### config.mk
export PLATFORM = sky130hd
export DESIGN_NAME = demux_1_8_deser
export DESIGN_NICKNAME = d
export VERILOG_FILES = /design/src/rtl/demux_1_8_deser_pkg.sv /design/src/rtl/demux_1_8_deser_slot_decoder_3_8.sv /design/src/rtl/demux_1_8_deser.sv
export SDC_FILE = /design/constraint.sdc
export NUM_CORES = 1
export LEC_CHECK = 0
export CAP_MARGIN = 40
export CORE_MARGIN = 5
export CORE_UTILIZATION = 45
export CTS_BUF_LIST = sky130_fd_sc_hd__clkbuf_4
export DETAILED_ROUTE_END_ITERATION = 8
export PLACE_DENSITY_LB_ADDON = 0.3
export SYNTH_ARGS = -nofsm -noshare
export SYNTH_HDL_FRONTEND = slang
export SYNTH_SLANG_ARGS = --single-unit
### constraint.sdc
create_clock -name CLK -period 3.06 [get_ports CLK]
set_clock_uncertainty 0.05 [all_clocks]
set_input_delay 0.306 -clock CLK [delete_from_list [all_inputs] [get_ports CLK]]
set_output_delay 0.306 -clock CLK [all_outputs]
set_load 0.1 [all_outputs]
### src/rtl/demux_1_8_deser_pkg.sv
// Shared constants and FSM state type for the 1-to-8 deserializing demultiplexer.
package demux_1_8_deser_pkg;

    localparam int unsigned NSLOTS = 8;
    localparam int unsigned SLOT_W = 3;

    typedef enum logic [1:0] {
        IDLE    = 2'd0,
        COLLECT = 2'd1,
        DONE    = 2'd2
    } state_t;

    localparam logic [NSLOTS-1:0] Y_RST   = '0;
    localparam logic [SLOT_W-1:0] CNT_RST = '0;

endpackage

### src/rtl/demux_1_8_deser_slot_decoder_3_8.sv
// 3-to-8 one-hot decoder with enable; produces per-slot write strobes.
module slot_decoder_3_8
    import demux_1_8_deser_pkg::*;
(
    input  logic              en,
    input  logic [SLOT_W-1:0] sel,
    output logic [NSLOTS-1:0] onehot
);

    always_comb begin
        onehot = '0;
        if (en) begin
            onehot[sel] = 1'b1;
        end
    end

endmodule

### src/rtl/demux_1_8_deser.sv
// Serial-to-parallel capture: direct-addressed writes or counter-framed 8-bit
// frames double-buffered through a shadow register.
module demux_1_8_deser
    import demux_1_8_deser_pkg::*;
(
    input  logic CLK,
    input  logic RSTN,
    input  logic D,
    input  logic EN,
    input  logic AUTO,
    input  logic S2,
    input  logic S1,
    input  logic S0,
    output logic Y0,
    output logic Y1,
    output logic Y2,
    output logic Y3,
    output logic Y4,
    output logic Y5,
    output logic Y6,
    output logic Y7,
    output logic CNT2,
    output logic CNT1,
    output logic CNT0,
    output logic BUSY,
    output logic VALID
);

    state_t              state_q, state_d;
    logic [SLOT_W-1:0]   cnt_q, cnt_d;
    logic [NSLOTS-2:0]   shadow_q, shadow_d;
    logic [NSLOTS-1:0]   y_q, y_d;
    logic [SLOT_W-1:0]   wr_sel;
    logic [NSLOTS-1:0]   wr_en;
    logic                last_slot;

    assign wr_sel    = AUTO ? cnt_q : {S2, S1, S0};
    assign last_slot = (cnt_q == SLOT_W'(NSLOTS - 1));

    slot_decoder_3_8 u_dec (
        .en     (EN),
        .sel    (wr_sel),
        .onehot (wr_en)
    );

    always_ff @(posedge CLK) begin
        if (!RSTN) begin
            state_q  <= IDLE;
            cnt_q    <= CNT_RST;
            shadow_q <= '0;
            y_q      <= Y_RST;
        end else begin
            state_q  <= state_d;
            cnt_q    <= cnt_d;
            shadow_q <= shadow_d;
            y_q      <= y_d;
        end
    end

    // Dropping AUTO aborts any partial frame; an EN on that edge is a direct write.
    always_comb begin
        state_d  = state_q;
        cnt_d    = cnt_q;
        shadow_d = shadow_q;
        y_d      = y_q;
        if (!AUTO) begin
            state_d = IDLE;
            cnt_d   = CNT_RST;
            y_d     = (y_q & ~wr_en) | ({NSLOTS{D}} & wr_en);
        end else if (EN) begin
            shadow_d = (shadow_q & ~wr_en[NSLOTS-2:0]) | ({(NSLOTS-1){D}} & wr_en[NSLOTS-2:0]);
            if (last_slot) begin
                y_d     = {D, shadow_q};
                cnt_d   = CNT_RST;
                state_d = DONE;
            end else begin
                cnt_d   = cnt_q + 1'b1;
                state_d = COLLECT;
            end
        end else if (state_q == DONE) begin
            state_d = IDLE;
        end
    end

    assign {Y7, Y6, Y5, Y4, Y3, Y2, Y1, Y0} = y_q;
    assign {CNT2, CNT1, CNT0}               = cnt_q;
    assign BUSY                             = (state_q == COLLECT);
    assign VALID                            = (state_q == DONE);

endmodule

# --- Yosys cells after proc, flatten, opt, wreduce, memory -nomap -nowiden ---
# Index checks and enable logic that the tools add are counted.
classes:
  add_sub_neg: 1
  order_cmp: 2
  n_eq_ne: 5
  n_mux: 11
  n_bitwise: 8
  reduce_logical: 5
ops:
  columns: ["op", "n"]
  rows:
  - ["8-bit two-way mux", 4]
  - ["8-bit bitwise AND", 2]
  - ["7-bit bitwise AND", 2]
  - ["8-bit NOT", 1]
  - ["8-bit OR", 1]
  - ["7-bit NOT", 1]
  - ["7-bit OR", 1]
  - ["2-bit two-way mux", 3]
  - ["3-bit two-way mux", 2]
  - ["2-bit AND reduction", 3]
  - ["3-bit by 4-bit less-than comparator with 1-bit output, second input constant", 1]
  - ["3-bit by 1-bit adder with 3-bit output, second input constant", 1]
  - ["1-bit demux with 3-bit select", 1]
  - ["3-bit equality test, second input constant", 1]
  - ["3-bit by 1-bit >= comparator with 1-bit output, second input constant", 1]
  - ["2-bit by 1-bit equality test with 1-bit output, second input constant", 1]
  - ["2-bit equality test, second input constant", 1]
  - ["2-bit by 1-bit != test with 1-bit output, second input constant", 1]
  - ["2-bit != test, second input constant", 1]
  - ["2-bit nonzero test", 1]
  - ["1-bit logical AND", 1]
  - ["1-bit two-way mux", 1]
word_totals:
  regBits: 20
  inputBits: 8
  output_inout_bits: 13
  wordCells: 36

# --- Depth between registers and ports, before layout ---
# Gate-level depths: netlist of the first run.
depth:
  ltp_word: 10
  ltp_mapped: 6
  depth_no_buf: 5

# --- Modules after synthesis ---
# A second synthesis of the first run with hierarchy kept.
unflattened:
  hier_cells: 108
  hier_area_um2: 1121.1
modules_own_cells:
  columns: ["mod", "instances", "cells_per_inst", "area_per_inst_um2", "seq_area_each_um2"]
  rows:
  - ["demux_1_8_deser", 1, 100, 1024.7, 400.4]
  - ["slot_decoder_3_8", 1, 8, 96.3, 0.0]

# --- Worst setup path before layout of the first run ---
# No wires, ideal clock.
synth_timing:
  path_kind: "reg-to-reg"
  from: "register cnt_q[0]"
  to: "register with a tool-made name"
  setup_ns: 0.117
  arrival_ns: 2.072
  t_required_ns: 2.893
  path_slack_ns: 0.821
  stages_incl_launch_ff: 7
  n_path_buf: 1
  synth_period_minus_slack_ns: 2.239
  path_cell_list: "dfxtp_1 > ha_1 > ha_1 > and2_0 > clkbuf_1 > o21ai_0 > a32o_1"
synth_lines:
  columns: ["element", "line_no", "text"]
  rows:
  - ["start, declared", "demux_1_8_deser.sv:30", "logic [SLOT_W-1:0] cnt_q, cnt_d;"]
  - ["start signal, assigned", "demux_1_8_deser.sv:54", "cnt_q <= cnt_d;"]

==> flow_summary_export.csv, run 1 <==
group,metric,value,unit
clock_tree,path_clk_slew,0.11,ns
detailed_routing,drc,0,
setup_path,endpoint_kind,"register",
global_routing,grtUsageTotal,0.1516,
setup_path,worstSetupStartpointType,"input pin",
detailed_routing,viasPerCell,5.784,
yosys,yosys.area.top_type,"dfxtp_1",
global_routing,grt_pass1_wl,4112,um
detailed_routing,via_count,989,
detailed_routing,ant_nets,0,
flow_run,drv_cap,0,
placement,port_buffers,20,
worst_hold_path,hold_path_class,"register to register",
floorplanning,start_util,0.4579,
status,status,"finished, final reports clean",
setup_path,r2r_setup_slack,1.11,ns
timing,tightestPinTransition,0.7563,ns
setup_path,r2r_start,"cnt_q[0]$_SDFFE_PN0P_",
global_routing,grt_max_degree,26,
detailed_routing,dr.pass1.iters,4,
cells_and_area,fin_area,0.001331,mm^2
yosys,async_flop_share,0,
setup_path,worstPathRequired,3.20,ns
clock_tree,tritoncts,"yes",
worst_hold_path,min_path_cells,2,
yosys,synth_top_area_frac,0.3628,
clock_tree,cts_setup_buffers,0,
cells_and_area,regArea,400.4,um^2
placement,placed_cell_area,0.001305,mm^2
global_routing,grt_pass1_vias,879,
setup_path,arrival,2.11,ns
cells_and_area,area_growth,20.64,%
yosys,syn_avg_cell_area,8.828,um^2
yosys,ys_types,32,
clock_tree,root_buffer,"clkbuf_4",
placement,hpwl,1798,um
clock_tree,cts_buffer_depth,2,
floorplanning,die_x,59.52,um
setup_path,cpMaxStageDelayCell,"clkdlybuf4s50_1",
cells_and_area,multi_input_area,603.1,um^2
power_and_ir_drop,power_density,350.4,mW/mm^2
floorplanning,core_area,0.002410,mm^2
yosys,ys_ff_latch,20,
clock_tree,holdBufCountCts,0,
timing,min_period,1.968,ns
detailed_routing,drt_iter0_drc,32,
clock_tree,cts_max_level,1,
cells_and_area,drive_gt1_frac,0.1631,
timing,hold_viol_final,0,
placement,pre_cts_slack,0.7860,ns
yosys,ys.flop_type,"dfxtp_1",
yosys,synth_nets,135,
timing,setup-violations-final,0,
yosys,ys_seq_area_frac,0.3628,
clock_tree,ctsResizeCount,0,
setup_path,reg2reg_depth,5,
yosys,synthTopCellsByCount,"20 x dfxtp_1, 12 x nand2_1, 12 x o21ai_0, 9 x a32o_1, 7 x a21oi_1",
power_and_ir_drop,power.leakage,0.5008,nW
setup_path,slowest_delay,0.96,ns
clock_tree,numCtsBuffers,3,
yosys,synthTopCellsByArea,"dfxtp_1 36%, a32o_1 8.2%, mux2i_1 5.4%",
floorplanning,fp.dieArea,0.003543,mm^2
detailed_routing,wl,2469,um
setup_path,crit_fanout,25,
global_routing,grt.overflow.total,0,
detailed_routing,routedWlPerCell,14.44,um
cells_and_area,diodes,0,
floorplanning,die_h,59.52,um
placement,gp_congestion,0.7936,
floorplanning,pin_count,21,
clock_tree,clock_sinks,20,
timing,fin_setup_tns,0,ns
cells_and_area,final_nets,152,
timing,slew_headroom,0.4942,
setup_path,path_cells,"clkdlybuf4s50_1, and2_0, o21ai_0, a32o_1",
timing,rsz0062_at_grt,"false",
timing,finalCritPeriodShare,0.6432,
timing,clock.fmax,0.5081,GHz
yosys,syn-cell-area,0.001104,mm^2
yosys,synth_most_common_cell,"dfxtp_1",
yosys,synth_edf_count,0,
timing,slew_violations,0,
clock_tree,clk_latency,0.29,ns
cells_and_area,final_util,0.5524,
yosys,synth_cells,125,
power_and_ir_drop,ir_drop,0.2687,mV
global_routing,grt_antenna_before_repair,0,
floorplanning,fp-row-count,18,
setup_path,worstSetupPathType,"input pin to register",
yosys,yosysWarningCount,0,
timing,setup_slack,1.092,ns
cells_and_area,fill_cells,217,
==> per-layer routing <==
metal | GRT usage | up-vias | share of wire
met4 | 0.04747 | 0 | 0.0057
li1 | - | 500 | -
met2 | 0.2356 | 13 | 0.49
met5 | 0 | - | 0
met1 | 0.2100 | 474 | 0.47
met3 | 0.03050 | 2 | 0.036
==> critical path, delay by kind of cell <==
| family | cells | cell delay, ns |
|---|---|---|
| compound gates | 2 | 0.44 |
| simple gates | 1 | 0.40 |
| buf+inv | 1 | 0.96 |
==> power breakdown <==
part / total [mW] / switching (mW) / internal, mW
clock: 0.127 / 0.0794 / 0.0474
sequential: 0.268 / 0.00408 / 0.263
combinational: 0.0721 / 0.0475 / 0.0245
total: 0.466 / 0.131 / 0.335
==> per-stage QoR <==
step,power (mW),cells,hold WS [ns]
2_1_floorplan,0.3270,125,0.3841
3_3_place_gp,0.3421,163,0.3998
3_5_place_dp,0.3450,167,0.4106
4_1_cts,0.4753,171,0.4278
5_1_grt,0.4964,171,0.4564
6_report,0.4664,171,0.4244
==> how the worst max path moves through the flow <==
stage | startpoint | endpoint | slack (ns)
final | AUTO | register | 1.09
after global routing | cnt_q[0]$_SDFFE_PN0P_ | register | 0.97
after CTS | cnt_q[0]$_SDFFE_PN0P_ | register | 1.10
after detailed placement | AUTO | register | 0.79
after global placement | AUTO | register | 0.83
after floorplan | cnt_q[0]$_SDFFE_PN0P_ | register | 0.82
==> cell usage in the layout, fill, tap and decap left out, drive strengths merged, types with 5 or more instances in the layout <==
master and count:
nand2 12, nand3 5, o21ai 13, a32o 9, a21oi 8, inv 7
nor2 5, dfxtp 20, buf 13, clkdlybuf4s50 11, mux2i 6
==> layout make-up <==
type                       instances  area share
sequential                        20      0.3008
timing repair buffer              24      0.1786
clock inverter                     1    0.002820
multi-input combinational         86      0.4530
inverter                           7     0.01974
tap                               30     0.02820
clock buffer                       3     0.01692
==> kinds of logic (layout without fill, tap and decap cells) <==
kind of cell | Yosys count | in the layout | synth area share
buffers and inverters | 19 | 35 | 0.09071
AOI/OAI and AO/OA | 34 | 34 | 0.2086
adders and majority gates | 2 | 2 | 0.02267
DFF | 20 | 20 | 0.3628
muxes | 7 | 7 | 0.06463
and+or+nand+nor | 43 | 43 | 0.2506
No activity file was read; power rests on OpenSTA's default activity.
==> run 2: changes to the inputs <==
clock period = 1.6 ns   (was 3.06 ns; I/O delays follow)
==> run 2 against run 1 <==
Setup slack lost 1.0 ns. Utilization up 12 points. Non-clock buffer count rose by 16. Final cell count up 9.4%. Clock power up 120%. Via count increased by 9.8%. Sequential cell count is the same. Combinational power increased to 2.6 times the previous value. Critical path depth grew 2. Register-to-register slack lost 1.0 ns. Sequential share of layout area fell by 4.6 points. Wire length grew 15%.
==> flow_summary_export.csv, run 2 (synthesis gave the netlist of run 1 again) <==
group,metric,value,unit
timing,hold_viol_final,0,
floorplanning,fp-row-count,18,
clock_tree,holdBufCountCts,0,
power_and_ir_drop,power_density,598.4,mW/mm^2
power_and_ir_drop,p_sw_frac,0.2802,
detailed_routing,via_count,1086,
power_and_ir_drop,seqPwrFrac,0.523,
floorplanning,fp.dieArea,0.003543,mm^2
timing,slew_violations,0,
setup_path,crit_fanout,8,
timing,clock.fmax,0.6598,GHz
detailed_routing,ant_nets,0,
floorplanning,die_h,59.52,um
cells_and_area,drive_gt1_frac,0.3121,
clock_tree,clock_sinks,20,
clock_tree,numCtsBuffers,3,
timing,whs,0.4352,ns
detailed_routing,dr.pass1.iters,4,
clock_tree,cts_max_level,1,
clock_tree,tritoncts,"yes",
floorplanning,pin_count,21,
detailed_routing,drc,0,
power_and_ir_drop,pwr-share-clk,0.283,
placement,port_buffers,20,
clock_tree,root_buffer,"clkbuf_4",
setup_path,worstSetupPathType,"register to register",
cells_and_area,area_growth,46.26,%
power_and_ir_drop,power.leakage,0.6135,nW
clock_tree,clk_latency,0.31,ns
floorplanning,start_util,0.4579,
placement,gp_congestion,0.8051,
cells_and_area,fin_area,0.001614,mm^2
cells_and_area,final_nets,168,
placement,hpwl,2176,um
detailed_routing,viasPerCell,5.807,
setup_path,endpoint_kind,"register",
cells_and_area,multi_input_area,628.1,um^2
clock_tree,ctsResizeCount,0,
detailed_routing,routedWlPerCell,15.17,um
global_routing,grt_antenna_before_repair,0,
detailed_routing,wl,2836,um
power_and_ir_drop,ir_drop,0.5177,mV
worst_hold_path,hold_path_class,"register to register",
setup_path,arrival,1.72,ns
flow_run,drv_cap,0,
global_routing,grt_max_degree,14,
timing,min_period,1.516,ns
timing,setup-violations-final,0,
clock_tree,path_clk_slew,0.12,ns
setup_path,worstSetupStartpointType,"register",
power_and_ir_drop,switchingPower,270.7,uW
global_routing,grt_pass1_vias,1084,
power_and_ir_drop,p_int,695.2,uW
cells_and_area,layout_commonest_cell,"buf_4",
floorplanning,die_x,59.52,um
timing,tightestPinTransition,0.3297,ns
global_routing,grt.overflow.total,0,
placement,placed_cell_area,0.001584,mm^2
cells_and_area,final_cell_mix,"20 x buf_4, 17 x dfxtp_1, 13 x buf_12",
floorplanning,core_area,0.002410,mm^2
timing,finalCritPeriodShare,0.9472,
cells_and_area,regArea,411.6,um^2
detailed_routing,drt_iter0_drc,26,
timing,rsz0062_at_grt,"false",
setup_path,worstPathRequired,1.80,ns
global_routing,grt_pass1_wl,4885,um
global_routing,grtUsageTotal,0.1826,
clock_tree,cts_buffer_depth,2,
clock_tree,cts_setup_buffers,0,
power_and_ir_drop,combPwrFrac,0.194,
cells_and_area,fill_cells,192,
timing,slew_headroom,0.7802,
cells_and_area,diodes,0,
status,status,"finished, final reports clean",
-- run 2: path summary, 6_finish.rpt --
path                    startpoint        to  slack, ns  cells after the start
max          cnt_q[0]$_SDFFE_PN0P_  register       0.08                      6
min                       register  register       0.44                      2
max reg2reg  cnt_q[0]$_SDFFE_PN0P_  register       0.08                      6
min reg2reg               register  register       0.44                      2
-- run 2: area by class of cell --
cell class,instances,share of cell area
clock buffer,4,0.01860
inverter,7,0.01628
multi-input combinational,86,0.3891
sequential,20,0.2550
tap,30,0.02326
timing repair buffer,40,0.2977
-- run 2: power groups by stage --
stage                     Sequential, mW  Combinational [mW]  Clock [mW]
after floorplan                    0.540              0.0833           0
after detailed placement           0.517               0.185           0
after CTS                          0.505               0.185       0.282
final                              0.505               0.187       0.274
after global routing               0.507               0.199       0.308
after global placement             0.516               0.180           0
-- run 2: metrics by stage --
stage,power (mW),worst slack (ns),setup TNS [ns],utilization,cells
5_1_grt,1.013,0.002663,0,0.6698,187
3_5_place_dp,0.7018,-0.1537,-0.9236,0.6573,183
3_3_place_gp,0.6964,-0.09028,-0.3749,0.6573,183
6_report,0.9659,0.08444,0,0.6698,187
2_1_floorplan,0.6229,-0.3062,-0.5974,-,125
4_1_cts,0.9724,0.06159,0,0.6698,187
-- run 2: metal layers --
metal	vias up	share of wire	GRT usage
li1	532	-	-
met1	522	0.44	0.2156
met2	26	0.50	0.3120
met3	6	0.042	0.03922
met4	0	0.018	0.08544
met5	-	0	0
-- run 2: critical path, stage by stage, from the launching register on --
cell     delay, ns
dfxtp_4       0.37
ha_4          0.16
ha_4          0.16
and2_0        0.16
buf_4         0.16
o21ai_0       0.21
a32o_1        0.18
==> run 3: changes to the inputs <==
ABC_CLOCK_PERIOD_IN_PS = 1600   (was unset)
==> results of run 3 <==
No change in the layout: final DEF, timing and power equal those of run 2.
